==> src/rtl/shifter_pipe_if.sv <==
// Handshake bundle for shifter_pipe: operand/shift-amount/mode/tag in, result/tag out.
// The master side is the operand producer and the result consumer; the slave side is the pipeline.
interface shifter_pipe_if #(
  parameter int WIDTH = 16,
  parameter int TAG_W = 4
);
  localparam int SHAMT_W = $clog2(WIDTH);

  logic               in_valid;
  logic               in_ready;
  logic [WIDTH-1:0]   in_data;
  logic [SHAMT_W-1:0] in_shamt;
  logic [1:0]         in_mode;
  logic [TAG_W-1:0]   in_tag;
  logic               out_valid;
  logic               out_ready;
  logic [WIDTH-1:0]   out_data;
  logic [TAG_W-1:0]   out_tag;

  modport master (
    output in_valid, in_data, in_shamt, in_mode, in_tag, out_ready,
    input  in_ready, out_valid, out_data, out_tag
  );

  modport slave (
    input  in_valid, in_data, in_shamt, in_mode, in_tag, out_ready,
    output in_ready, out_valid, out_data, out_tag
  );
endinterface

==> src/rtl/shifter_pipe.sv <==
// Pipelined barrel shifter (SLL/SRA/ROR/SRL): one registered stage per shift-amount bit,
// global stall on output backpressure, synchronous flush and reset.
module shifter_pipe #(
  parameter int WIDTH = 16,
  parameter int TAG_W = 4
) (
  input  logic          clk,
  input  logic          rst,
  input  logic          flush,
  shifter_pipe_if.slave bus
);
  localparam int SHAMT_W = $clog2(WIDTH);
  localparam int NL      = SHAMT_W + 1;

  localparam logic [1:0] MODE_SLL = 2'b00;
  localparam logic [1:0] MODE_SRA = 2'b01;
  localparam logic [1:0] MODE_ROR = 2'b10;
  localparam logic [1:0] MODE_SRL = 2'b11;

  // Layer 0 captures the operand unshifted so the EX operand muxes never feed barrel logic
  // directly; layer k+1 holds the result after shift stage k. Layer NL-1 drives the outputs.
  logic [NL-1:0]      valid_r;
  logic [WIDTH-1:0]   data_r  [NL];
  logic [TAG_W-1:0]   tag_r   [NL];
  logic [SHAMT_W-1:0] shamt_r [SHAMT_W];
  logic [1:0]         mode_r  [SHAMT_W];
  logic [WIDTH-1:0]   step_data_s [SHAMT_W];
  logic               stall_s;

  function automatic logic [WIDTH-1:0] shift_step(
    input logic [WIDTH-1:0] d,
    input logic [1:0]       mode,
    input int               k
  );
    int unsigned amt;
    amt = 32'd1 << k;
    case (mode)
      MODE_SLL: return d << amt;
      MODE_SRA: return $signed(d) >>> amt;
      MODE_ROR: return (d >> amt) | (d << (WIDTH - amt));
      MODE_SRL: return d >> amt;
      default:  return d;
    endcase
  endfunction

  assign stall_s      = valid_r[NL-1] && !bus.out_ready;
  assign bus.in_ready = !stall_s;
  assign bus.out_valid = valid_r[NL-1];
  assign bus.out_data  = data_r[NL-1];
  assign bus.out_tag   = tag_r[NL-1];

  // Shift stage k consumes bit 0 of the remaining shift amount held in layer k.
  always_comb begin
    for (int k = 0; k < SHAMT_W; k++) begin
      step_data_s[k] = shamt_r[k][0] ? shift_step(data_r[k], mode_r[k], k) : data_r[k];
    end
  end

  // Pipeline registers: reset clears everything, flush drops valids, stall freezes all layers.
  always_ff @(posedge clk) begin
    if (rst) begin
      valid_r <= '0;
      for (int i = 0; i < NL; i++) begin
        data_r[i] <= '0;
        tag_r[i]  <= '0;
      end
      for (int i = 0; i < SHAMT_W; i++) begin
        shamt_r[i] <= '0;
        mode_r[i]  <= 2'b00;
      end
    end else if (flush) begin
      valid_r <= '0;
    end else if (!stall_s) begin
      valid_r[0] <= bus.in_valid;
      data_r[0]  <= bus.in_data;
      tag_r[0]   <= bus.in_tag;
      shamt_r[0] <= bus.in_shamt;
      mode_r[0]  <= bus.in_mode;
      for (int k = 0; k < SHAMT_W; k++) begin
        valid_r[k+1] <= valid_r[k];
        data_r[k+1]  <= step_data_s[k];
        tag_r[k+1]   <= tag_r[k];
      end
      for (int k = 0; k < SHAMT_W - 1; k++) begin
        shamt_r[k+1] <= shamt_r[k] >> 1'b1;
        mode_r[k+1]  <= mode_r[k];
      end
    end
  end
endmodule

==> src/flat_wrapper.sv <==
// flat-port wrapper written by rule: the top's interface ports become plain ports
module shifter_pipe_flat 
#(
  parameter int WIDTH = 16,
  parameter int TAG_W = 4
)
  (clk, rst, flush, bus_in_valid, bus_in_data, bus_in_shamt, bus_in_mode, bus_in_tag, bus_out_ready, bus_in_ready, bus_out_valid, bus_out_data, bus_out_tag);
  shifter_pipe_if #(.WIDTH(WIDTH), .TAG_W(TAG_W)) bus_i ();
  input  logic clk;
  input  logic rst;
  input  logic flush;
  input wire logic [$bits(bus_i.in_valid)-1:0] bus_in_valid;
  input wire logic [$bits(bus_i.in_data)-1:0] bus_in_data;
  input wire logic [$bits(bus_i.in_shamt)-1:0] bus_in_shamt;
  input wire logic [$bits(bus_i.in_mode)-1:0] bus_in_mode;
  input wire logic [$bits(bus_i.in_tag)-1:0] bus_in_tag;
  input wire logic [$bits(bus_i.out_ready)-1:0] bus_out_ready;
  output wire logic [$bits(bus_i.in_ready)-1:0] bus_in_ready;
  output wire logic [$bits(bus_i.out_valid)-1:0] bus_out_valid;
  output wire logic [$bits(bus_i.out_data)-1:0] bus_out_data;
  output wire logic [$bits(bus_i.out_tag)-1:0] bus_out_tag;
  assign bus_i.in_valid = bus_in_valid;
  assign bus_i.in_data = bus_in_data;
  assign bus_i.in_shamt = bus_in_shamt;
  assign bus_i.in_mode = bus_in_mode;
  assign bus_i.in_tag = bus_in_tag;
  assign bus_i.out_ready = bus_out_ready;
  assign bus_in_ready = bus_i.in_ready;
  assign bus_out_valid = bus_i.out_valid;
  assign bus_out_data = bus_i.out_data;
  assign bus_out_tag = bus_i.out_tag;
  shifter_pipe #(.WIDTH(WIDTH), .TAG_W(TAG_W)) u_core (.clk(clk), .rst(rst), .flush(flush), .bus(bus_i));
endmodule
==> config.mk <==
export PLATFORM = sky130hd
export DESIGN_NAME = shifter_pipe_flat
export DESIGN_NICKNAME = d
export VERILOG_FILES = /design/src/rtl/shifter_pipe_if.sv /design/src/rtl/shifter_pipe.sv /design/src/flat_wrapper.sv
export SDC_FILE = /design/constraint.sdc
export NUM_CORES = 1
export LEC_CHECK = 0
export ABC_AREA = 1
export CORE_MARGIN = 8
export CORE_UTILIZATION = 44
export CTS_BUF_LIST = sky130_fd_sc_hd__clkbuf_8 sky130_fd_sc_hd__clkbuf_16
export DETAILED_ROUTE_END_ITERATION = 10
export GPL_ROUTABILITY_DRIVEN = 0
export GPL_TIMING_DRIVEN = 0
export HOLD_SLACK_MARGIN = 0.02
export PLACE_DENSITY_LB_ADDON = 0.08
export SETUP_SLACK_MARGIN = 0.3
export SYNTH_ARGS = -nofsm -noshare
export SYNTH_HDL_FRONTEND = slang
export SYNTH_SLANG_ARGS = --single-unit
==> constraint.sdc <==
create_clock -name clk -period 11.34 [get_ports clk]
set_input_delay 2.268 -clock clk [delete_from_list [all_inputs] [get_ports clk]]
set_output_delay 2.268 -clock clk [all_outputs]
set_load 0.01 [all_outputs]
# After elaboration in Yosys (flattened, before gate mapping)
# Memories as Yosys holds them, arrays and structs flattened.
# Index checks and enable logic that the tools add are counted.
# classes
bitwise,22
mux,32
eq_ne,12
n_reduce_logical,8
# ops
op,count
$pmux 16 s4,4
$mux 16,9
$mux 4,9
$or 1x1->1,18
$eq 2x2->1 const B,8
$or 12x16->16,1
$or 14x16->16,1
$or 15x16->16,1
$or 8x16->16,1
$eq 2x1->1 const B,4
$logic_not 2->1,4
$mux 2,4
$mux 1,6
$logic_not 1->1,2
$reduce_or 2->1,1
$logic_and 1x1->1,1
# totals
output_inout_bits,22
ramBits,124
mem_count,4
input_bits,31
elab_cells,79
ff_bits,5
# mem_list
memory,words,word_bits,read_ports,rd_ports_with_merged_regs,wr,line_no,source
u_core.data_r,5,16,5,0,5,shifter_pipe.sv:23,logic [WIDTH-1:0] data_r [NL];
u_core.tag_r,5,4,5,0,5,shifter_pipe.sv:24,logic [TAG_W-1:0] tag_r [NL];
u_core.shamt_r,4,4,4,0,4,shifter_pipe.sv:25,logic [SHAMT_W-1:0] shamt_r [SHAMT_W];
u_core.mode_r,4,2,4,0,4,shifter_pipe.sv:26,logic [1:0] mode_r [SHAMT_W];

# Longest topological paths before layout
# Gate-level depths: netlist (run 1).
# logic_depth
word_depth,7
mapped_depth,7
depth_no_buf,6

# Least setup slack after synthesis (run 1)
# No wires, ideal clock.
# synth_path
path_kind,input-to-reg
start,in bus_out_ready
end,"mem u_core.data_r[0][0], enable pin"
path_stages,5
required_time_ps,10582
t_arrival_ps,10914
n_path_buf,1
setup_slack_ps,-331
setup_ps,758
path_cell_list,inv_1 nand2_1 buf_2 inv_1 o21ai_0
# synth_rtl
item,line_no,source
start: declaration,flat_wrapper.sv:17,input wire logic [$bits(bus_i.out_ready)-1:0] bus_out_ready;
end: declaration,shifter_pipe.sv:23,

# Worst setup path in the final report (run 1)
# layout_path
start,in bus_out_ready
end,out bus_in_ready
# layout_between
elab_chain_len,3
# layout_rtl
item,line_no,source
$logic_not 1->1,shifter_pipe.sv:46,assign stall_s = valid_r[NL-1] && !bus.out_ready;
$logic_and 1x1->1,shifter_pipe.sv:46,
$logic_not 1->1,shifter_pipe.sv:47,assign bus.in_ready = !stall_s;
end: declaration,flat_wrapper.sv:18,output wire logic [$bits(bus_i.in_ready)-1:0] bus_in_ready;
# Every way passes these cells.

==> results.json, run 1 <==
{
  "synth_area_um2": 6140,
  "holdPathStages": 1,
  "syn_inst": 687,
  "worstPathMaxFanout": 10,
  "mostFrequentLayoutCell": "nor2_1",
  "cp-endpoint": "bus_in_ready",
  "final_cell_mix": "159 x nor2_1, 156 x nand2_1, 118 x edfxtp_1",
  "vias": 4504,
  "drt_iter0_drc": 218,
  "run_status": "completed",
  "ff2ff_path_depth": 8,
  "core_area_um2": 13800,
  "cpMaxStageDelayCell": "clkdlybuf4s50_1",
  "crit_top_cell": "clkdlybuf4s50_1",
  "grtUsageMet3_pct": 3.70,
  "grt_antenna_before_repair": 0,
  "met2_usage_pct": 27.3,
  "finalMaxSlewViolations": 0,
  "clk_pin_slew_ps": 50,
  "tightest_slew_ps": 652,
  "dp.cells": 924,
  "r2r-start": "u_core.valid_r[4]$_SDFFE_PP0N_",
  "first_pass_iters": 5,
  "startpoint_type": "input port",
  "cts_tree": "yes",
  "ir_drop_v": 0.0000839,
  "cts_max_path_buffers": 2,
  "layout.nets": 794,
  "reg2reg_slack_ps": 8890,
  "die_h_um": 134,
  "synth_area_per_cell_um2": 8.94,
  "p_leak_nw": 3.38,
  "p_per_area_nw_per_um2": 158,
  "holdWs_ps": 478,
  "cts_hold_buf": 0,
  "stdcell_count": 956,
  "cp-startpoint": "bus_out_ready",
  "rows": 43,
  "min_path_type": "register to register",
  "areaGrowthSynthToFinish_pct": 23.8,
  "post_cts_resized": 0,
  "antenna_cells": 0,
  "syn_nets": 718,
  "relSlewSlack_pct": 56.4,
  "avgRoutedWirePerCell_um": 12.9,
  "cp.arrival_ps": 3710,
  "post-cts-setup-buffer-count": 0,
  "grt_usage_pct": 14.7,
  "critical_path_depth": 5,
  "crit_buf_inv": 4,
  "grt_pass1_wl_mm": 21.0,
  "root_buffer": "clkbuf_16",
  "rsz0062_at_grt": "no",
  "post-synth-top-area-cell": "edfxtp_1",
  "die_w_um": 134,
  "insertion_delay_ps": 420,
  "end_kind": "output pin",
  "synth_top_cell_area_share_pct": 57.7,
  "cts_sinks": 123,
  "drc": 0,
  "setup_viol": 0,
  "busiest_layer": "met2",
  "crit_chain": "clkdlybuf4s50_1 -> inv_1 -> nand2_1 -> buf_2 -> clkdlybuf4s50_1",
  "ys_warn_count": 0,
  "numPortBuffers": 52,
  "dp_hpwl_mm": 9.22,
  "crit_path_max_incr_delay_ps": 590,
  "r2r_end": "u_core.data_r[0][29]$_SDFFCE_PN0P_",
  "layout-drive-gt1-share_pct": 12.8,
  "num_io_pins": 53,
  "ant_nets": 0,
  "cts_buffers": 17,
  "grt_max_degree": 28,
  "initial_core_util_pct": 44.6,
  "vias_per_cell": 4.71,
  "total_power_mw": 1.20,
  "ys_ff_latch": 123,
  "drt_wl_total_mm": 12.3,
  "fillCellCount": 1269,
  "crit_family": "buffers and inverters",
  "setup_tns_ps": 0,
  "dp_slack_ps": 5360,
  "skew_ps": 18.7,
  "setup_slack_ps": 5360,
  "yosysSeqAreaShare_pct": 59.3,
  "fmax_mhz": 167,
  "fin_crit_ps": 5980,
  "die-area_um2": 18000,
  "grt_overflow": 0,
  "required_ps": 9070,
  "synth_cell_types": 18,
  "grt_util_met1_pct": 14.3,
  "post-route-period-util_pct": 52.7,
  "maxCapViolations": 0,
  "grt_pass1_vias": 4599,
  "hold_viol": 0,
  "critical_path_class": "input port to output pin",
  "synth_area_leaders": "edfxtp_1 58%, nor2_1 9.7%, nand2_1 9.5%",
  "h-tree-depth": 4
}
Yosys cell counts:
cell type  number
a21oi_1         6
nand2_2         4
buf_2          15
a21oi_2        10
buf_6           9
nand3_1        58
nor2_2          4
o21a_1          1
nand2_1       156
o211ai_1       14
buf_4          22
o21ai_0         5
nor2_1        159
dfxtp_1         5
edfxtp_1      118
inv_2           4
clkbuf_1        3
inv_1          94
layout make-up:
class / instances / area (um2) / share of cell area, %
timing repair buffer: 57 / 658 / 8.66
clock inverter: 15 / 141 / 1.86
multi-input combinational: 417 / 1790 / 23.5
inverter: 98 / 368 / 4.84
sequential: 123 / 3640 / 47.9
buffer: 49 / 353 / 4.64
clock buffer: 17 / 425 / 5.59
tap: 180 / 225 / 2.96
how the worst min path moves through the flow:
stage | startpoint | end
2_1_floorplan | u_core.valid_r[3]$_SDFFE_PP0N_ | u_core.valid_r[4]$_SDFFE_PP0N_
3_3_place_gp | u_core.valid_r[3]$_SDFFE_PP0N_ | u_core.valid_r[4]$_SDFFE_PP0N_
3_5_place_dp | u_core.valid_r[3]$_SDFFE_PP0N_ | u_core.valid_r[4]$_SDFFE_PP0N_
4_1_cts | u_core.valid_r[3]$_SDFFE_PP0N_ | u_core.valid_r[4]$_SDFFE_PP0N_
5_1_grt | u_core.valid_r[3]$_SDFFE_PP0N_ | u_core.valid_r[4]$_SDFFE_PP0N_
6_report | u_core.valid_r[3]$_SDFFE_PP0N_ | u_core.valid_r[4]$_SDFFE_PP0N_
cell families after synthesis:
logic type,Yosys count,synth area share (%)
compound gates,36,4.16
buf+inv,147,11.7
flops,123,59.3
simple gates,381,24.8
power breakdown:
part | internal (mW) | switching [mW] | total, mW
Sequential | 0.534 | 0.0217 | 0.556
Combinational | 0.0580 | 0.0700 | 0.128
Clock | 0.336 | 0.180 | 0.516
Total | 0.928 | 0.271 | 1.20
state kept, by name, indices dropped and copies added, names as in the netlist:
| register | flops |
|---|---|
| u_core.data_r | 80 |
| u_core.mode_r | 8 |
| u_core.shamt_r | 10 |
| u_core.tag_r | 20 |
| u_core.valid_r | 5 |
per-layer routing:
layer / vias up / wire length [um]
met3: 33 / 535
li1: 2317 / -
met5: - / 0
met2: 119 / 6610
met1: 2035 / 4770
met4: 0 / 376
through the flow:
stage,util (%),instance area [um2]
global route,55.2,7600
global placement,50.0,6890
CTS,55.2,7600
floorplan,-,6140
detailed placement,51.1,7040
finish,55.2,7600
Note: power is estimated with default switching activity, not from simulation.
==> run 2: changes to the inputs <==
==> constraint.sdc (replaced) <==
create_clock -name clk -period 6.3 [get_ports clk]
set_input_delay 1.26 -clock clk [delete_from_list [all_inputs] [get_ports clk]]
set_output_delay 1.26 -clock clk [all_outputs]
set_load 0.01 [all_outputs]
==> run 2 against run 1 <==
Clock skew down 9.0 ps. Combinational power up 79%. Register-to-register slack worse by 4900 ps. Worst setup slack worse by 3000 ps. Sequential power up 80%. Final cell count unchanged. Utilization about the same. First-iteration DRC count down 20%. Hold slack better by 11 ps.
==> results.json, run 2 (synthesized netlist as in run 1, its figures left out) <==
{
  "startpoint_type": "input port",
  "cts_tree": "yes",
  "rows": 43,
  "largest_registers": "u_core.data_r (80), u_core.tag_r (20), u_core.shamt_r (10)",
  "vias": 4480,
  "ant_nets": 0,
  "cts_buffers": 17,
  "cpMaxStageDelayCell": "clkdlybuf4s50_1",
  "drc": 0,
  "clk_pin_slew_ps": 50,
  "postLayoutCoreUtil_pct": 55.2,
  "tightest_slew_ps": 655,
  "combPwrFrac_pct": 10.7,
  "critical_path_class": "input port to output pin",
  "grt_overflow": 0,
  "end_kind": "output pin",
  "switchingPower_mw": 0.481,
  "p_sw_share_pct": 22.4,
  "fin_crit_ps": 3950,
  "vias_per_cell": 4.69,
  "power.internal_mw": 1.67,
  "relSlewSlack_pct": 56.2,
  "grt_pass1_vias": 4508,
  "p_leak_nw": 3.38,
  "finalMaxSlewViolations": 0,
  "numPortBuffers": 52,
  "die_w_um": 134,
  "hold_viol": 0,
  "initial_core_util_pct": 44.6,
  "maxCapViolations": 0,
  "worstPathMaxFanout": 10,
  "setup_viol": 0,
  "drt_wl_total_mm": 12.0,
  "run_status": "completed",
  "skew_ps": 9.71,
  "grt_antenna_before_repair": 0,
  "layout.nets": 794,
  "num_io_pins": 53,
  "insertion_delay_ps": 410,
  "core_area_um2": 13800,
  "post-cts-setup-buffer-count": 0,
  "grt_usage_pct": 14.0,
  "rsz0062_at_grt": "no",
  "final_cell_mix": "159 x nor2_1, 156 x nand2_1, 118 x edfxtp_1",
  "post_cts_resized": 0,
  "largest_reg_flops": 80,
  "drt_iter0_drc": 175,
  "cts_sinks": 123,
  "top_register": "u_core.data_r",
  "h-tree-depth": 4,
  "ir_drop_v": 0.000175,
  "first_pass_iters": 4,
  "seq_power_share_pct": 46.5,
  "grt_max_degree": 29,
  "required_ps": 5040,
  "post-route-period-util_pct": 62.8,
  "die-area_um2": 18000,
  "fmax_mhz": 253,
  "antenna_cells": 0,
  "cp.arrival_ps": 2690,
  "avgRoutedWirePerCell_um": 12.5,
  "cts_max_path_buffers": 2,
  "fillCellCount": 1234,
  "crit_top_cell": "clkdlybuf4s50_1",
  "root_buffer": "clkbuf_16",
  "clockPowerShare_pct": 42.8,
  "layout-drive-gt1-share_pct": 13.3,
  "dp_hpwl_mm": 9.04,
  "die_h_um": 134,
  "cts_hold_buf": 0,
  "areaGrowthSynthToFinish_pct": 23.8,
  "grt_pass1_wl_mm": 20.0,
  "holdWs_ps": 489,
  "crit_path_max_incr_delay_ps": 590,
  "min_path_type": "register to register",
  "crit_chain": "clkdlybuf4s50_1 -> inv_1 -> nand2_1 -> buf_2 -> clkdlybuf4s50_1",
  "p_per_area_nw_per_um2": 283,
  "mostFrequentLayoutCell": "nor2_1"
}
-- run 2: cell count changes in the layout (fill, tap and decap cells not counted) --
cell / previous run / this run
buf_16: 5 / 4
clkbuf_8: 0 / 3
clkinv_2: 5 / 7
bufinv_16: 3 / 2
inv_1: 98 / 97
clkinv_1: 3 / 0
buf_12: 0 / 1
-- run 2: metrics by stage --
step | std cells | power (mW) | instance area [um2] | worst slack, ps | TNS (ps)
2_1_floorplan | 687 | 1.15 | 6150 | 1100 | 0
3_3_place_gp | 919 | 1.23 | 6890 | -529 | -61550
3_5_place_dp | 924 | 1.24 | 7030 | 2340 | 0
4_1_cts | 956 | 2.17 | 7600 | 2340 | 0
5_1_grt | 956 | 2.23 | 7600 | 2270 | 0
6_report | 956 | 2.15 | 7600 | 2350 | 0
-- run 2: metal layers --
metal,vias up,track usage (%),wire length (um)
met4,0,11.1,589
met1,1988,13.5,4640
met3,46,3.59,533
met2,131,25.1,6200
met5,-,0,0
li1,2315,-,-
-- run 2: area by class of cell --
type	instances	area (um2)	area share [%]
Timing Repair Buffer	57	651	8.56
Clock buffer	20	467	6.14
Sequential cell	123	3640	47.9
Inverter	98	368	4.84
Multi-Input combinational cell	417	1790	23.5
Tap cell	180	225	2.96
Buffer	49	353	4.64
Clock inverter	12	106	1.40
-- run 2: power by group through the flow --
| stage | Clock, mW | Combinational (mW) | Sequential, mW |
|---|---|---|---|
| final | 0.920 | 0.229 | 1.00 |
| after global routing | 0.974 | 0.257 | 1.00 |
| after CTS | 0.940 | 0.231 | 0.998 |
| after detailed placement | 0 | 0.230 | 1.01 |
| after global placement | 0 | 0.214 | 1.02 |
| after floorplan | 0 | 0.150 | 1.00 |
-- run 2: path summary, 6_finish.rpt --
kind / cells after the start / start / slack [ps] / to
setup / recovery: 5 / bus_out_ready / 2350 / bus_in_ready
hold / removal: 2 / u_core.valid_r[2]$_SDFFE_PP0N_ / 490 / u_core.valid_r[3]$_SDFFE_PP0N_
setup reg to reg: 7 / u_core.valid_r[4]$_SDFFE_PP0N_ / 4020 / u_core.data_r[0][29]$_SDFFCE_PN0P_
hold reg to reg: 2 / u_core.valid_r[2]$_SDFFE_PP0N_ / 490 / u_core.valid_r[3]$_SDFFE_PP0N_
-- run 2: worst max-delay path, delay by kind of cell --
family,cells,cell delay (ps)
buffers and inverters,4,1340
AND/OR/NAND/NOR,1,90
==> run 3: changes to the inputs <==
==> constraint.sdc (replaced) <==
create_clock -name clk -period 3.4 [get_ports clk]
set_input_delay 0.68 -clock clk [delete_from_list [all_inputs] [get_ports clk]]
set_output_delay 0.68 -clock clk [all_outputs]
set_load 0.01 [all_outputs]
==> run 3 against run 2 <==
Sequential cell count did not move. Global-route usage rose by 0.083 points. Hold slack got worse by 27 ps. Sequential share of layout area fell by 0.11 points. Critical path depth did not move. Clock skew fell by 0.99 ps. Register-to-register slack got worse by 2800 ps. First-iteration DRC count rose by 39%. Worst setup slack got worse by 1800 ps. Die area did not move. Combinational power rose by 85%.
==> results.json, run 3 (synthesized netlist as in run 1, its figures left out) <==
{
  "holdPathStages": 1,
  "mostFrequentLayoutCell": "nor2_1",
  "die_w_um": 134,
  "finalMaxSlewViolations": 0,
  "drc": 0,
  "dpl_cell_area_um2": 7010,
  "setup_viol": 0,
  "required_ps": 2720,
  "critical_path_class": "input port to output pin",
  "maxCapViolations": 0,
  "run_status": "completed",
  "largest_registers": "u_core.data_r (80), u_core.tag_r (20), u_core.shamt_r (10)",
  "p_per_area_nw_per_um2": 535,
  "die_h_um": 134,
  "dp_hpwl_mm": 8.91,
  "rows": 43,
  "post-cts-setup-buffer-count": 0,
  "root_buffer": "clkbuf_16",
  "h-tree-depth": 4,
  "cts_tree": "yes",
  "skew_ps": 8.71,
  "ir_drop_v": 0.000366,
  "cts_buffers": 17,
  "grt_antenna_before_repair": 0,
  "cts_sinks": 123,
  "hold_viol": 0,
  "met2_usage_pct": 26.0,
  "top_register": "u_core.data_r",
  "tightest_slew_ps": 621,
  "grt_pass1_wl_mm": 20.0,
  "total_power_mw": 4.08,
  "fin_crit_ps": 2850,
  "grt_pass1_vias": 4496,
  "fillCellCount": 1252,
  "vias_per_cell": 4.75,
  "post_cts_resized": 0,
  "grtUsageMet3_pct": 4.04,
  "stdcell_area_um2": 7620,
  "min_path_type": "register to register",
  "vias": 4540,
  "die-area_um2": 18000,
  "grt_overflow": 0,
  "worstPathMaxFanout": 10,
  "grt_max_degree": 30,
  "p_leak_nw": 3.38,
  "multi_input_area_um2": 1800,
  "num_io_pins": 53,
  "insertion_delay_ps": 410,
  "largest_reg_flops": 80,
  "regArea_um2": 3640,
  "initial_core_util_pct": 44.6,
  "layout-drive-gt1-share_pct": 13.5,
  "cp.arrival_ps": 2170,
  "end_kind": "output pin",
  "first_pass_iters": 5,
  "relSlewSlack_pct": 58.4,
  "grt_usage_pct": 14.1,
  "startpoint_type": "input port",
  "core_area_um2": 13800,
  "layout.nets": 793,
  "grt_util_met1_pct": 13.4,
  "avgRoutedWirePerCell_um": 12.6,
  "ant_nets": 0,
  "cts_hold_buf": 0,
  "antenna_cells": 0,
  "cts_max_path_buffers": 2,
  "clk_pin_slew_ps": 50,
  "ff2ff_path_depth": 7,
  "drt_iter0_drc": 243,
  "postLayoutCoreUtil_pct": 55.3,
  "busiest_layer": "met2",
  "rsz0062_at_grt": "no",
  "fmax_mhz": 351,
  "drt_wl_total_mm": 12.1,
  "numPortBuffers": 52,
  "final_cell_mix": "159 x nor2_1, 155 x nand2_1, 118 x edfxtp_1",
  "post-route-period-util_pct": 83.8,
  "areaGrowthSynthToFinish_pct": 24.1
}
[run 3: path summary, 6_finish.rpt]
check                                 startpoint                                 end  slack, ps
setup / recovery                   bus_out_ready                        bus_in_ready        550
hold / removal    u_core.valid_r[3]$_SDFFE_PP0N_      u_core.valid_r[4]$_SDFFE_PP0N_        460
setup reg to reg  u_core.valid_r[4]$_SDFFE_PP0N_  u_core.data_r[0][10]$_SDFFCE_PN0P_       1220
hold reg to reg   u_core.valid_r[3]$_SDFFE_PP0N_      u_core.valid_r[4]$_SDFFE_PP0N_        460
[run 3: area by class of cell]
type                       count  area share, %
clock inverter                11           1.66
buffer                        49           4.71
inverter                      98           4.99
timing repair buffer          56           7.98
multi-input combinational    417           23.6
tap                          180           2.96
clock buffer                  21           6.31
sequential                   123           47.8
[run 3: per-layer routing]
layer / wire (um) / part of all wire, % / up-vias
li1: - / - / 2317
met1: 4650 / 39 / 2039
met2: 6380 / 53 / 150
met3: 584 / 4.8 / 34
met4: 444 / 3.7 / 0
met5: 0 / 0 / -
[run 3: where the power goes]
| group | internal, mW | switching, mW | total [mW] |
|---|---|---|---|
| Sequential | 1.78 | 0.0688 | 1.85 |
| Combinational | 0.188 | 0.235 | 0.423 |
| Clock | 1.21 | 0.592 | 1.80 |
| Total | 3.18 | 0.895 | 4.08 |
[run 3: metrics by stage]
step                cells  setup WS [ps]  setup TNS, ps  hold WS [ps]
detailed placement    923            232              0           451
finish                955            551              0           462
floorplan             687            115              0           435
global route          955            510              0           493
global placement      919          -1170        -136950           445
CTS                   955            540              0           465
[run 3: critical path: stages]
cell and delay (ps):
clkdlybuf4s50_1 570, inv_8 40, nand2_4 60, buf_2 240
clkdlybuf4s50_1 580
==> variant (settings of run 2) <==
`WIDTH` is set to 16 in 3 places; all go to 32.
--- a/src/rtl/shifter_pipe_if.sv
+++ b/src/rtl/shifter_pipe_if.sv
@@ -1,7 +1,7 @@
 // Handshake bundle for shifter_pipe: operand/shift-amount/mode/tag in, result/tag out.
 // The master side is the operand producer and the result consumer; the slave side is the pipeline.
 interface shifter_pipe_if #(
-  parameter int WIDTH = 16,
+  parameter int WIDTH = 32,
   parameter int TAG_W = 4
 );
   localparam int SHAMT_W = $clog2(WIDTH);
--- a/src/rtl/shifter_pipe.sv
+++ b/src/rtl/shifter_pipe.sv
@@ -1,7 +1,7 @@
 // Pipelined barrel shifter (SLL/SRA/ROR/SRL): one registered stage per shift-amount bit,
 // global stall on output backpressure, synchronous flush and reset.
 module shifter_pipe #(
-  parameter int WIDTH = 16,
+  parameter int WIDTH = 32,
   parameter int TAG_W = 4
 ) (
   input  logic          clk,
--- a/src/flat_wrapper.sv
+++ b/src/flat_wrapper.sv
@@ -1,7 +1,7 @@
 // flat-port wrapper written by rule: the top's interface ports become plain ports
 module shifter_pipe_flat 
 #(
-  parameter int WIDTH = 16,
+  parameter int WIDTH = 32,
   parameter int TAG_W = 4
 )
   (clk, rst, flush, bus_in_valid, bus_in_data, bus_in_shamt, bus_in_mode, bus_in_tag, bus_out_ready, bus_in_ready, bus_out_valid, bus_out_data, bus_out_tag);
Ports: changed (resized bus_in_data, bus_in_shamt and bus_out_data); port bits go from 53 to 86. The function was not compared with the original's and may differ.
==> variant against run 2 <==
- wire length increased by 130%
- largest power group unchanged
- critical path depth fell by 1
- final area up 98%
- power is 82% higher
- cell count rose by 110%
- sequential cell count grew 124
- maximum frequency is 5.5% higher
- synthesized area rose by 110%
- via count up 110%
- setup slack gained 0.20 ns
==> variant: results (changes against run 2) <==
outcome:
  status: "completed"
critical_path:
  r2r_end: "u_core.data_r[0][16]$_SDFFCE_PN0P_"
  rrSetupSlack_ns: 4.18  # +0.16 ns
routing:
  first_iter_violations: 584  # +230%
  drt-total-wl_um: 27600  # +130%
  wire_per_inst_um: 13.4  # +7.2%
synth:
  synth_compound_area_share_pct: 2.85  # -1.3 points
  synth.avg_cell_area_um2: 8.28  # -7.4%
  seq_area_frac_synth_pct: 58.1  # -1.2 points
layout:
  nNetsFinal: 1701  # +110%
  reg.largest.list: "u_core.data_r (192), u_core.tag_r (24), u_core.shamt_r (15)"
min_path:
  hold_path_startpoint: "u_core.valid_r[1]$_SDFFE_PP0N_"
  min_to: "u_core.valid_r[1]$_SDFFE_PP0N_"
pwr:
  p_seq_w: 0.00201  # +100%
  p_sw_w: 0.000947  # +97%
  pg_comb_w: 0.000474  # +110%
sta:
  hold_ws_ns: 0.459  # -0.0305 ns
  slew_headroom_pct: 54.5  # -1.7 points
global_routing:
  grt_pass1_vias: 9245  # +110%
clock_network:
  cts_buffers: 27  # +10
  htree_levels: 1  # -3
  clk_latency_ns: 0.53  # +0.12 ns
  ctsLongestPathBuffers: 3  # +1
placement:
  portBuffers: 85  # +63%
  dp_hpwl_um: 21000  # +130%
-- variant: cell types whose count changed in the layout (fill, tap and decap cells not counted), moves of 14 or more --
cell                    run 2  this run
inv_1                      97       196
buf_4                      22        38
nor2_1                    159       350
clkbuf_1                    3        41
o21ai_0                     4        30
edfxtp_1                  118       241
nand3_1                    58       131
nand2_1                   156       415
clkdlybuf4s50_1            52        85
a21oi_1                     6        37
o211ai_1                   14         0
buf_2                      15        30
-- variant: cell type report --
cell class                      count  area, um2  area share (%)
Inverter                          192        721            4.79
Tap cell                          384        480            3.20
Buffer                            116        641            4.26
Timing Repair Buffer               94       1070            7.11
Multi-Input combinational cell    975       3960            26.3
Clock buffer                       27        676            4.49
Sequential cell                   247       7360            48.9
Clock inverter                     19        131           0.874
-- variant: layer usage --
layer | vias up | GRT usage, % | share of wire [%]
met5 | - | 0 | 0
met2 | 271 | 30.2 | 51
met4 | 0 | 9.50 | 5.5
met1 | 4254 | 17.1 | 39
met3 | 82 | 2.30 | 4.8
li1 | 5009 | - | -
